### src/rtl/fc_readout_if.sv
// Output stream of fc_readout: result word, last-neuron flag and valid/ready handshake.
interface fc_readout_if #(
  parameter int DATA_WIDTH = 16
);
  logic                  out_valid;
  logic                  out_ready;
  logic [DATA_WIDTH-1:0] out_data;
  logic                  out_last;

  modport master (output out_valid, output out_data, output out_last, input out_ready);
  modport slave  (input out_valid, input out_data, input out_last, output out_ready);
endinterface

### src/rtl/fc_readout.sv
// Drains FC accumulators, adds per-neuron bias with saturation, buffers results in a FIFO.
// Optional macro FC_RELU_EN clamps negative saturated results to zero before buffering.
module fc_readout #(
  parameter int DATA_WIDTH  = 16,
  parameter int FRAC        = 5,
  parameter int NUM_NEURONS = 4,
  parameter int ADDR_WIDTH  = 3,
  parameter int FIFO_DEPTH  = 4
) (
  input  logic                  clk,
  input  logic                  rst,
  input  logic                  start,
  output logic                  busy,
  output logic                  done,
  output logic                  pu_own,
  output logic                  pu_read_en,
  output logic [ADDR_WIDTH-1:0] pu_addr,
  input  logic [DATA_WIDTH-1:0] pu_result,
  input  logic                  bias_wr_en,
  input  logic [ADDR_WIDTH-1:0] bias_wr_addr,
  input  logic [DATA_WIDTH-1:0] bias_wr_data,
  fc_readout_if.master          out_if
);

  localparam int PW = (FIFO_DEPTH > 1) ? $clog2(FIFO_DEPTH) : 1;
  localparam int CW = PW + 1;
  localparam logic [ADDR_WIDTH-1:0] LAST_IDX = ADDR_WIDTH'(NUM_NEURONS - 1);

  // Bias shares the accumulator Q format, so FRAC only constrains legal configurations.
  if (NUM_NEURONS > 2**ADDR_WIDTH || FRAC >= DATA_WIDTH) begin : g_bad_cfg
    $error("fc_readout: illegal parameter combination");
  end

  typedef enum logic [1:0] {S_IDLE, S_ISSUE, S_DRAIN} state_t;

  state_t                r_state;
  state_t                w_next;
  logic [ADDR_WIDTH-1:0] r_idx;
  logic [ADDR_WIDTH-1:0] r_addr;
  logic                  r_inflight;
  logic                  r_done;
  logic [DATA_WIDTH-1:0] r_bias [2**ADDR_WIDTH];
  logic [DATA_WIDTH-1:0] r_mem [FIFO_DEPTH];
  logic                  r_mem_last [FIFO_DEPTH];
  logic [PW-1:0]         r_wp;
  logic [PW-1:0]         r_rp;
  logic [CW-1:0]         r_count;

  logic                  w_busy;
  logic                  w_issue;
  logic                  w_valid;
  logic                  w_pop;
  logic                  w_last_pop;
  logic [DATA_WIDTH:0]   w_sum;
  logic [DATA_WIDTH-1:0] w_sat;
  logic [DATA_WIDTH-1:0] w_res;

  always_ff @(posedge clk) begin
    if (rst) r_state <= S_IDLE;
    else     r_state <= w_next;
  end

  always_comb begin
    w_next = r_state;
    case (r_state)
      S_IDLE:  if (start) w_next = S_ISSUE;
      S_ISSUE: if (w_issue && r_idx == LAST_IDX) w_next = S_DRAIN;
      S_DRAIN: if (w_last_pop) w_next = S_IDLE;
      default: w_next = S_IDLE;
    endcase
  end

  // Room check counts the read still in flight so a full FIFO is never overrun.
  always_comb begin
    w_busy  = (r_state != S_IDLE);
    w_issue = (r_state == S_ISSUE) &&
              ((r_count + CW'(r_inflight)) < CW'(FIFO_DEPTH));
  end

  assign w_valid    = (r_count != '0);
  assign w_pop      = w_valid & out_if.out_ready;
  assign w_last_pop = (r_state == S_DRAIN) && w_pop && r_mem_last[r_rp];

  always_ff @(posedge clk) begin
    if (rst) begin
      r_idx      <= '0;
      r_addr     <= '0;
      r_inflight <= 1'b0;
      r_done     <= 1'b0;
    end else begin
      r_inflight <= w_issue;
      r_done     <= w_last_pop;
      if (r_state == S_IDLE && start) begin
        r_idx <= '0;
      end else if (w_issue) begin
        r_idx  <= r_idx + 1'b1;
        r_addr <= r_idx;
      end
    end
  end

  always_ff @(posedge clk) begin
    if (rst) begin
      for (int unsigned i = 0; i < 2**ADDR_WIDTH; i++) r_bias[i] <= '0;
    end else if (bias_wr_en) begin
      r_bias[bias_wr_addr] <= bias_wr_data;
    end
  end

  // r_addr still names the in-flight read while its result is on pu_result.
  always_comb begin
    w_sum = {pu_result[DATA_WIDTH-1], pu_result} +
            {r_bias[r_addr][DATA_WIDTH-1], r_bias[r_addr]};
    if (w_sum[DATA_WIDTH] != w_sum[DATA_WIDTH-1])
      w_sat = w_sum[DATA_WIDTH] ? {1'b1, {(DATA_WIDTH-1){1'b0}}}
                                : {1'b0, {(DATA_WIDTH-1){1'b1}}};
    else
      w_sat = w_sum[DATA_WIDTH-1:0];
`ifdef FC_RELU_EN
    w_res = w_sat[DATA_WIDTH-1] ? '0 : w_sat;
`else
    w_res = w_sat;
`endif
  end

  always_ff @(posedge clk) begin
    if (r_inflight) begin
      r_mem[r_wp]      <= w_res;
      r_mem_last[r_wp] <= (r_addr == LAST_IDX);
    end
  end

  always_ff @(posedge clk) begin
    if (rst) begin
      r_wp    <= '0;
      r_rp    <= '0;
      r_count <= '0;
    end else begin
      if (r_inflight) r_wp <= r_wp + 1'b1;
      if (w_pop)      r_rp <= r_rp + 1'b1;
      case ({r_inflight, w_pop})
        2'b10:   r_count <= r_count + 1'b1;
        2'b01:   r_count <= r_count - 1'b1;
        default: r_count <= r_count;
      endcase
    end
  end

  assign busy       = w_busy;
  assign pu_own     = w_busy;
  assign done       = r_done;
  assign pu_read_en = w_issue;
  assign pu_addr    = w_issue ? r_idx : r_addr;

  assign out_if.out_valid = w_valid;
  assign out_if.out_data  = w_valid ? r_mem[r_rp] : '0;
  assign out_if.out_last  = w_valid & r_mem_last[r_rp];

endmodule

### src/flat_wrapper.sv
// flat-port wrapper written by rule: the top's interface ports become plain ports
module fc_readout_flat 
#(
  parameter int DATA_WIDTH  = 16,
  parameter int FRAC        = 5,
  parameter int NUM_NEURONS = 4,
  parameter int ADDR_WIDTH  = 3,
  parameter int FIFO_DEPTH  = 4
)
  (clk, rst, start, busy, done, pu_own, pu_read_en, pu_addr, pu_result, bias_wr_en, bias_wr_addr, bias_wr_data, out_if_out_valid, out_if_out_data, out_if_out_last, out_if_out_ready);
  fc_readout_if #(.DATA_WIDTH(DATA_WIDTH)) out_if_i ();
  input  logic clk;
  input  logic rst;
  input  logic start;
  output logic busy;
  output logic done;
  output logic pu_own;
  output logic pu_read_en;
  output logic [ADDR_WIDTH-1:0] pu_addr;
  input  logic [DATA_WIDTH-1:0] pu_result;
  input  logic bias_wr_en;
  input  logic [ADDR_WIDTH-1:0] bias_wr_addr;
  input  logic [DATA_WIDTH-1:0] bias_wr_data;
  output wire logic [$bits(out_if_i.out_valid)-1:0] out_if_out_valid;
  output wire logic [$bits(out_if_i.out_data)-1:0] out_if_out_data;
  output wire logic [$bits(out_if_i.out_last)-1:0] out_if_out_last;
  input wire logic [$bits(out_if_i.out_ready)-1:0] out_if_out_ready;
  assign out_if_out_valid = out_if_i.out_valid;
  assign out_if_out_data = out_if_i.out_data;
  assign out_if_out_last = out_if_i.out_last;
  assign out_if_i.out_ready = out_if_out_ready;
  fc_readout #(.DATA_WIDTH(DATA_WIDTH), .FRAC(FRAC), .NUM_NEURONS(NUM_NEURONS), .ADDR_WIDTH(ADDR_WIDTH), .FIFO_DEPTH(FIFO_DEPTH)) u_core (.clk(clk), .rst(rst), .start(start), .busy(busy), .done(done), .pu_own(pu_own), .pu_read_en(pu_read_en), .pu_addr(pu_addr), .pu_result(pu_result), .bias_wr_en(bias_wr_en), .bias_wr_addr(bias_wr_addr), .bias_wr_data(bias_wr_data), .out_if(out_if_i));
endmodule
### config.mk
export PLATFORM = sky130hd
export DESIGN_NAME = fc_readout_flat
export DESIGN_NICKNAME = d
export VERILOG_FILES = /design/src/rtl/fc_readout_if.sv /design/src/rtl/fc_readout.sv /design/src/flat_wrapper.sv
export SDC_FILE = /design/constraint.sdc
export NUM_CORES = 1
export LEC_CHECK = 0
export CORE_AREA = 2 2 130 132
export CTS_BUF_LIST = sky130_fd_sc_hd__clkbuf_4
export DETAILED_ROUTE_END_ITERATION = 10
export DIE_AREA = 0 0 132 134
export PLACE_DENSITY = 0.86
export SLEW_MARGIN = 10
export SYNTH_ARGS = -nofsm -noshare
export SYNTH_HDL_FRONTEND = slang
export SYNTH_SLANG_ARGS = --single-unit
### constraint.sdc
create_clock -name clk -period 8.1 [get_ports clk]
set_clock_uncertainty 0.15 [all_clocks]
set_input_delay 1.62 -clock clk [delete_from_list [all_inputs] [get_ports clk]]
set_output_delay 1.62 -clock clk [all_outputs]
set_load 0.01 [all_outputs]
==> results.md <==
- For met1 alone, demand over resource in global routing was between 20% and 30%.
- The top cell types in the final layout, fill and taps aside, are edfxtp_1 (196), and2_1 (150), clkbuf_4 (79).
- The mapped netlist covers around 10000 sq um.
- The average cell area after synthesis is between 10 and 15 sq um.
- Clock-pin slew was measured on the worst setup and hold paths at about 80 ps.
- During I/O placement, the number of pins put on the boundary was 65.
- Routability-driven placement finished with a final weighted congestion of roughly 0.84.
- Counting the buffers created by CTS gives 50.
- The worst endpoint required time is about 6300 ps.
- The share of the core filled with cells in the final layout is 73.16%.
- The die is ~130 microns wide.
- The worst-margin pin slew is approximately 1100 ps.
- The core area is between 15000 and 20000 sq um.
- The setup-violating endpoint count in the final report is 0.
- Summed over all nets, the half-perimeter wirelength after detailed placement is approximately 15 mm.
- Across all register-to-register paths, the minimum setup slack is 3490 ps.
- The upper clock frequency limit is ~210 MHz.
- Yosys mapped a number of flops with a built-in enable equal to slightly below 200.
- Synthesis produced a netlist with a net count of roughly 790.
- The clock network burns a little under a third of the power.
- The met3 capacity usage during global routing is 5.367%.
- The top flip-flop cell by instance count after synthesis is edfxtp_1.
- The flow ran to the end, and the final reports show no timing, DRC or antenna violations.
- The number of slew-limit violations in the final report was 0.
- For this run, the total global-route usage over all layers was measured as about a quarter.
- In the synthesized netlist, the number of instances is between 700 and 800.
- The number of warnings printed during yosys synthesis is 0.
- The startpoint class of the critical path is a register.
- The internal power of the cells is between 2000 and 2500 uW.
- The cell sitting at the root of the clock tree is a clkbuf_4.
- For this run, the post-layout net count is roughly 900.
- In this run the static leakage power is ~0.0042 uW.
- The average wire length per cell after detail routing is slightly below 20 microns.
- The via-per-instance ratio is ~5.9.
- Measured in cells, the most critical reg-to-reg path has a length of 12.
- Of the post-synthesis cell area, the dominant cell type holds 56.25%.
- Hold repair after CTS inserted 0 buffers.
- The initial utilization of the core area, before any placement, comes to between 60% and 70%.
- At the worst endpoint, the arrival time is roughly 3000 ps.
- The first TritonRoute pass finished after 6 iterations.
- The die outline area is 17690 sq um.
- The worst-case IR drop observed on VDD is 134.0 uV.
- The tool flagged a number of max-cap violations equal to 0.
- The post-route DRC violation count is 0.
- The number of cells upsized or downsized after cts is 0.
- The worst min-delay path class is register to register.
- TritonCTS built the clock tree.
- For this design the ratio of total power to cell area is around 240 nW/um^2.
- Synthesis inferred 218 register bits.
- The number of hold violations in the final report is 0.
- The net switching power of the design is ~740 uW.
- The maximum number of pins on one net before global-route repair is 33.
- Of all nets on the critical path, the largest fanout is 17.
- The clock latency at the later pin of the worst-skew pair is 670 ps.
- The routed wire length is between 20 and 25 mm.
- Summed over all layers, the global routing overflow is 0.
- The worst setup path endpoint is out_if_out_data[13].
- In this run the critical register-to-register path is captured at u_core.r_mem[2][13].
- Global routing consumed, on the met2 layer, 45.75% of the routing resources.
- The finished cells cover between 10000 and 15000 sq um.
- The via count of the first global-routing pass is about 6700.
- The cell area after placement is between 10000 and 15000 sq um.
- For this run, asynchronously set or reset flops after synthesis account for 0%.
- In this run the deepest clock path goes through 3 buffers.
- The post-route clock period utilization is around 59%.
- The initial antenna violation count is 1.
- The smallest clock period supported by the final layout is computed as 4772 ps.
- The critical path is of the register to output pin type.
- The fraction of final layout cells sized beyond drive strength 1 is between 20% and 30%.
- The most congested layer reported by global routing is met2.
- The clock tree synthesis step divided the H-tree into 2 levels.
- Setup total negative slack on the finished layout was measured at 0 ps.
- The number of clock sinks is 218.
- The detailed router's first-iteration violation count is 450.
- The proportion of total power due to net switching is between 20% and 30%.
- The library cell used most frequently in the layout, excluding fill and tap cells, is edfxtp_1.
- The site row count is 47.
- The synthesis-to-layout area growth is 13.91%.
- The top cell type by total area after synthesis is edfxtp_1.
- The relative contribution of combinational cells to total power is between 20% and 30%.
- The first global-routing pass estimated around 34 mm of wire.
- Yosys attributes the largest share of cell area to edfxtp_1 (56%), mux4_2 (11%), and2_1 (9.0%).
- Of the total power, registers draw 48.4%.
- Counting distinct cell types in the post-synthesis netlist gives 59.
- The sequential area share after synthesis is 60.46%.
- The kind of end point of the critical path is an output pin.
- The floorplan step set the die height to roughly 130 microns.
- Measured against its own limit, the worst slew margin works out to 26.14%.
- In this run the remaining antenna-violating nets after routing total 0.
- The number of buffers inserted to repair setup after CTS is 0.
- During placement, the flow inserted port buffers numbering between 60 and 70.
- Setup repair after global routing left no endpoint under its margin.
- The total number of vias is 6290.
## cell usage after synthesis, drive strengths merged, types with 2 or more instances
| cell | n |
|---|---|
| edfxtp | 196 |
| and2 | 151 |
| mux4 | 49 |
| nand2 | 32 |
| nor2 | 28 |
| a21oi | 26 |
| clkbuf | 26 |
| ha | 23 |
| dfxtp | 22 |
| inv | 17 |
| o21ai | 17 |
| mux2 | 15 |
| buf | 11 |
| xnor2 | 11 |
| a31oi | 10 |
| or2 | 9 |
| xor2 | 9 |
| a211oi | 8 |
| maj3 | 7 |
| mux2i | 6 |
| nand3b | 6 |
| a21o | 5 |
| nand2b | 4 |
| nand3 | 4 |
| nor2b | 4 |
| nor3 | 3 |
| o32a | 3 |
| a31o | 2 |
| a41oi | 2 |
| fa | 2 |
| or3 | 2 |
## power groups by stage
stage | Clock [uW] | Sequential (uW) | Combinational (uW)
finish | 880 | 1370 | 576
global route | 951 | 1380 | 626
CTS | 894 | 1370 | 577
detailed placement | 0 | 1390 | 574
global placement | 0 | 1390 | 545
floorplan | 0 | 1360 | 395
## cell type report
class,count,area (sq um)
Antenna cell,1,2.502
Clock buffer,79,593.1
Clock inverter,11,72.57
Fill cell,1020,4372
Inverter,17,63.81
Multi-Input combinational cell,454,3911
Sequential cell,218,6329
Tap cell,220,275.3
Timing Repair Buffer,68,670.6
## how the worst min path moves through the flow
stage                      startpoint           endpoint  slack, ps  depth (start not counted)
finish              u_core.r_state[1]  u_core.r_state[0]        360                          1
global route          u_core.r_idx[1]    u_core.r_idx[1]        370                          2
CTS                   u_core.r_idx[1]    u_core.r_idx[1]        350                          2
detailed placement    u_core.r_idx[1]    u_core.r_idx[1]        330                          2
floorplan             u_core.r_idx[1]    u_core.r_idx[1]        300                          2
global placement      u_core.r_idx[1]    u_core.r_idx[1]        310                          2
## critical path, stage by stage, from the launching register on
cell,delay (ps)
dfxtp_1,1050
mux4_2,620
and2_1,190
clkdlybuf4s50_1,480
## registers in the layout, indices dropped and copies added, names as in the netlist, 2 cells and up, named ones only
signal             cells
u_core.r_bias        128
u_core.r_mem          64
u_core.r_mem_last      4
u_core.r_addr          3
u_core.r_count         3
u_core.r_idx           3
u_core.r_rp            2
u_core.r_state         2
u_core.r_wp            2
## routing by layer
metal | share of wire (%) | vias to the layer above
li1 | - | 2899
met1 | 38 | 3123
met2 | 55 | 225
met3 | 5.3 | 43
met4 | 1.9 | 0
met5 | 0 | -
## logic make-up after synthesis
| logic type | Yosys count | share of synthesized area, % |
|---|---|---|
| and+or+nand+nor | 248 | 13.50 |
| DFF | 218 | 60.46 |
| muxes | 70 | 12.74 |
| AOI/OAI and AO/OA | 84 | 5.561 |
| xor gates and xnor gates | 20 | 1.746 |
| buffers and inverters | 54 | 2.153 |
| adders and majority gates | 32 | 3.839 |
## through the flow
stage                     std cells  worst slack [ps]  total power (uW)  hold slack (ps)
after floorplan                 726              3980              1751            301.9
after global placement          977              3275              1932            311.6
after detailed placement        977              3161              1968            332.0
after CTS                      1067              3213              2840            346.4
after global routing           1068              3074              2952            373.9
final                          1068              3328              2822            361.4
Note: power is estimated with default switching activity, not from simulation.
